[src/rtl/spectrum_peak_detect.sv]
// Per-frame peak search over FFT magnitude bins: reports the largest in-window bin,
// its index and the window magnitude sum once per completed frame.
module spectrum_peak_detect #(
  parameter int SKIP_LOW  = 4,
  parameter int SCAN_LAST = 4095
) (
  input  logic        clk,
  input  logic        rst,
  input  logic        enable,
  input  logic [15:0] mag_in,
  input  logic [12:0] mag_addr,
  input  logic        mag_valid,
  output logic [15:0] peak_mag,
  output logic [12:0] peak_bin,
  output logic [27:0] mag_sum,
  output logic        result_valid,
  output logic [15:0] frame_cnt,
  output logic [7:0]  abort_cnt,
  output logic        busy
);

  localparam logic [12:0] L_SKIP = 13'(SKIP_LOW);
  localparam logic [12:0] L_LAST = 13'(SCAN_LAST);

  typedef enum logic [1:0] {S_IDLE, S_SCAN, S_REPORT} state_t;

  state_t      r_state;
  logic [15:0] r_run_peak;
  logic [12:0] r_run_bin;
  logic [27:0] r_run_sum;
  logic [15:0] r_peak_mag;
  logic [12:0] r_peak_bin;
  logic [27:0] r_mag_sum;
  logic        r_result_valid;
  logic [15:0] r_frame_cnt;
  logic [7:0]  r_abort_cnt;

  logic        w_addr0;
  logic        w_start;
  logic        w_abort;
  logic        w_take;
  logic        w_in_win;
  logic        w_upd;
  logic [15:0] w_base_peak;
  logic [12:0] w_base_bin;
  logic [27:0] w_base_sum;
  logic [15:0] w_next_peak;
  logic [12:0] w_next_bin;
  logic [27:0] w_next_sum;

  // A start sample (fresh or abort-restart) is evaluated against cleared running
  // values, so the start bin itself can win when SKIP_LOW is 0.
  always_comb begin
    w_addr0     = mag_valid && (mag_addr == 13'd0);
    w_start     = w_addr0 && (((r_state == S_IDLE) && enable) || (r_state == S_SCAN));
    w_abort     = w_addr0 && (r_state == S_SCAN);
    w_take      = mag_valid && ((r_state == S_SCAN) || w_start);
    w_in_win    = (mag_addr >= L_SKIP) && (mag_addr <= L_LAST);
    w_base_peak = w_start ? 16'd0 : r_run_peak;
    w_base_bin  = w_start ? L_SKIP : r_run_bin;
    w_base_sum  = w_start ? 28'd0 : r_run_sum;
    w_upd       = w_in_win && (mag_in > w_base_peak);
    w_next_peak = w_upd ? mag_in : w_base_peak;
    w_next_bin  = w_upd ? mag_addr : w_base_bin;
    w_next_sum  = w_base_sum + (w_in_win ? {12'd0, mag_in} : 28'd0);
  end

  always_ff @(posedge clk or posedge rst) begin
    if (rst) begin
      r_state        <= S_IDLE;
      r_run_peak     <= '0;
      r_run_bin      <= '0;
      r_run_sum      <= '0;
      r_peak_mag     <= '0;
      r_peak_bin     <= '0;
      r_mag_sum      <= '0;
      r_result_valid <= 1'b0;
      r_frame_cnt    <= '0;
      r_abort_cnt    <= '0;
    end else begin
      // NOTE: non-blocking everywhere here; the default below makes result_valid a one-cycle pulse.
      r_result_valid <= 1'b0;
      if (w_take) begin
        r_run_peak <= w_next_peak;
        r_run_bin  <= w_next_bin;
        r_run_sum  <= w_next_sum;
      end
      case (r_state)
        S_IDLE: begin
          if (w_start) r_state <= S_SCAN;
        end
        S_SCAN: begin
          if (w_abort) begin
            if (r_abort_cnt != 8'hFF) r_abort_cnt <= r_abort_cnt + 8'd1;
          end else if (mag_valid && (mag_addr == L_LAST)) begin
            r_state <= S_REPORT;
          end
        end
        S_REPORT: begin
          r_peak_mag     <= r_run_peak;
          r_peak_bin     <= r_run_bin;
          r_mag_sum      <= r_run_sum;
          r_result_valid <= 1'b1;
          r_frame_cnt    <= r_frame_cnt + 16'd1;
          r_state        <= S_IDLE;
        end
        default: r_state <= S_IDLE;
      endcase
    end
  end

  assign peak_mag     = r_peak_mag;
  assign peak_bin     = r_peak_bin;
  assign mag_sum      = r_mag_sum;
  assign result_valid = r_result_valid;
  assign frame_cnt    = r_frame_cnt;
  assign abort_cnt    = r_abort_cnt;
  assign busy         = (r_state != S_IDLE);

endmodule

[config.mk]
export PLATFORM = sky130hd
export DESIGN_NAME = spectrum_peak_detect
export DESIGN_NICKNAME = d
export VERILOG_FILES = /design/src/rtl/spectrum_peak_detect.sv
export SDC_FILE = /design/constraint.sdc
export NUM_CORES = 1
export LEC_CHECK = 0
export ABC_AREA = 1
export BUFFER_PORTS_ARGS = -buffer_cell sky130_fd_sc_hd__buf_2
export CORE_ASPECT_RATIO = 0.9
export CORE_MARGIN = 2
export CORE_UTILIZATION = 55
export CTS_CLUSTER_SIZE = 24
export DETAILED_ROUTE_END_ITERATION = 7
export GPL_ROUTABILITY_DRIVEN = 0
export PLACE_DENSITY_LB_ADDON = 0.2
export SETUP_SLACK_MARGIN = 0.2
export SLEW_MARGIN = 20
export SYNTH_ARGS = -nofsm -noshare
export SYNTH_HDL_FRONTEND = slang
export SYNTH_SLANG_ARGS = --single-unit
export TNS_END_PERCENT = 100
[constraint.sdc]
create_clock -name clk -period 4.95 [get_ports clk]
set_input_delay 0.495 -clock clk [delete_from_list [all_inputs] [get_ports clk]]
set_output_delay 0.495 -clock clk [all_outputs]
set_load 0.005 [all_outputs]
==> out/qor.csv <==
metric,value,unit
min_path_type,in -> async,
critPathRequiredTime,5.31,ns
grt_usage,25.1,%
crit_top_cell,nand2_1,
status,completed,
wl,17.1,mm
synthTopCellsByCount,"368 x nand2_1, 141 x dfrtp_1, 92 x inv_1",
fin_util,65.4,%
drt_first_pass_iters,5,
drcViolationCount,0,
coreArea,13400,um2
ff2ff_path_depth,16,
routedWlPerCell,13.6,um
htreeDepth,4,
p_leak,0.00506,uW
regArea,3530,um2
area_delta_synth_final,16.4,%
stdcell_area,8740,um2
synth.mux.area_fraction,0.150,%
critPathMaxFanout,41,
r2r_end,r_run_bin[11],
synth_most_common_cell,nand2_1,
num_vias,6540,
synthesis.area,7510,um2
synth.top_cell.area_share,47.0,%
reg2reg_slack,1.49,ns
cp-start-kind,flip-flop,
cp_slowest_cell,nand2_1,
grt_pass1_vias,6116,
drive_gt1_share,14.9,%
cts_resized,0,
reg2reg_from,r_state[0],
yosysUniqueCellTypes,35,
n_fill_cell,1193,
fp.dieH,115,um
synthesis.nets,1035,
synth_largest_area_cell,dfrtp_1,
synth.ff_latch_count,141,
viasPerCell,5.21,
antenna_found_initial,0,
setup.worst_path.start,r_state[0],
max_slew.worst_pin.slew,0.824,ns
fin_crit,3.46,ns
cts_root_buf,clkbuf_16,
cts_setup_buffers,0,
clkSlewWorstSetupHoldPaths,0.06,ns
antenna_left,0,
multiInputGateArea,3470,um2
cts_hold_buf,0,
initial_core_util,56.2,%
cts_tree,done,
cap_violations,0,
crit_chain,nor2_1 -> nor2_1 -> nand3_1 -> buf_4 -> nand2_1 -> ha_1 -> nand2_1 -> inv_1 -> nand3_1 -> nor3_1 -> nand2_1 -> nand2_1 -> nand3_4 -> inv_2 -> nand2_1 -> nand2_1,
finalSetupTns,0,ns
place_area,8180,um2
synth_edf_count,0,
yosys-top-cells-area,"dfrtp_1 47%, nand2_1 18%, nand3_1 5.7%",
grt_max_degree,96,
cts.sinks,141,
antenna_cells,0,
io_buffers,115,
relSlewSlack,45.1,%
rows,40,
setup_violations,0,
ios,116,
path_class,reg -> reg,
arrival,3.82,ns
drt-initial-drc-count,562,
yosys_most_used_dff,dfrtp_1,
cts_buffers,17,
die_area,14600,um2
synth-async-reset-ratio,100,%
die_w,127,um
yosysSeqAreaShare,47.0,%
grt.overflow.total,0,
synth_xor_area_share,3.85,%
fmax,289,MHz
pwr_density_cell,300,nW/um2
synth_top_family_by_area,simple AND/OR/NAND/NOR gates,
min_period_over_period,69.9,%
avgSynthCellArea,7.76,um2
setup.worst_path.end_class,flip-flop,
yosysWarnings,0,
dp_hpwl,11.9,mm
peakVddDrop,0.259,mV
hold_viol,0,
crit_path_end,r_run_bin[11],
fin_nets,1143,
syn_inst,967,
clk_path_buf_depth,2,
finalClockSkew,0.00761,ns
rsz0062_at_grt,no,
max_stage_delay,0.56,ns
slew_viol_final,0,
synth-simple-area-share,30.2,%
synthAdderAreaFrac,5.93,%
grt_pass1_wl,29.1,mm
clk_latency,0.43,ns
synth_compound_area_share,6.03,%
## state kept, by name, indices dropped and copies added, names as in the netlist
name,count
result_valid,1
abort_cnt,8
r_run_peak,16
r_run_bin,13
r_run_sum,28
mag_sum,28
r_state,2
peak_bin,13
frame_cnt,16
peak_mag,16
## cells by family after synthesis
family,count (synthesis)
AND/OR/NAND/NOR,549
flip-flops,141
buffers and inverters,126
AO/OA/AOI/OAI,82
adder cells (fa/ha/maj),35
XOR/XNOR,33
multiplexers,1
## per-layer routing
metal  GRT usage, %  part of all wire, %
met2           39.5                   45
met4           9.38                  1.5
met1           34.8                   48
met5              0                    0
met3           5.07                  5.7
## worst min path at each step
stage / start / end / slack, ns
after global placement: frame_cnt[15] / frame_cnt[15] / 0.45
after global routing: rst / frame_cnt[12] / 0.31
after CTS: rst / frame_cnt[3] / 0.27
final: rst / peak_bin[5] / 0.22
after detailed placement: frame_cnt[15] / frame_cnt[15] / 0.45
after floorplan: r_run_sum[18] / mag_sum[18] / 0.44
## metrics by stage
step	hold WS, ns	std cells	total power (uW)	setup slack (ns)
floorplan	0.442	967	1370	0.674
global placement	0.451	1224	1430	1.39
detailed placement	0.453	1224	1430	1.33
CTS	0.268	1256	2640	1.55
global route	0.307	1256	2730	1.16
finish	0.222	1256	2620	1.49
## worst max-delay path, delay by kind of cell, from the launching register on
kind | cells | cell delay [ns]
adders and majority gates | 1 | 0.33
buffers and inverters | 3 | 0.72
DFF | 1 | 0.39
and+or+nand+nor | 12 | 1.93
## final cells by class
class / instances / area share, %
Inverter: 95 / 4.14
Sequential cell: 141 / 40.4
Multi-Input combinational cell: 700 / 39.7
Timing Repair Buffer: 120 / 7.02
Clock inverter: 13 / 1.32
Clock buffer: 19 / 5.07
Tap cell: 168 / 2.41
## power by group
part / total [uW] / leakage [uW] / switching [uW] / internal, uW
Combinational: 229 / 0.00287 / 152 / 76.5
Clock: 1210 / 0.000266 / 506 / 704
Sequential: 1180 / 0.00192 / 12.6 / 1170
Total: 2620 / 0.00506 / 671 / 1950
## layout by cell type (no fill, tap or decap), types with 13 or more instances in the layout
master / Yosys / routed
clkbuf_16: 0 / 17
buf_2: 12 / 115
xnor2_1: 14 / 14
a21oi_1: 26 / 26
inv_1: 92 / 91
nand3_1: 86 / 86
o21ai_0: 44 / 44
nand4_1: 13 / 13
xor2_1: 19 / 19
ha_1: 34 / 34
nor2_1: 63 / 63
nand2_1: 368 / 367
dfrtp_1: 141 / 141
(Power assumes the default switching activity.)
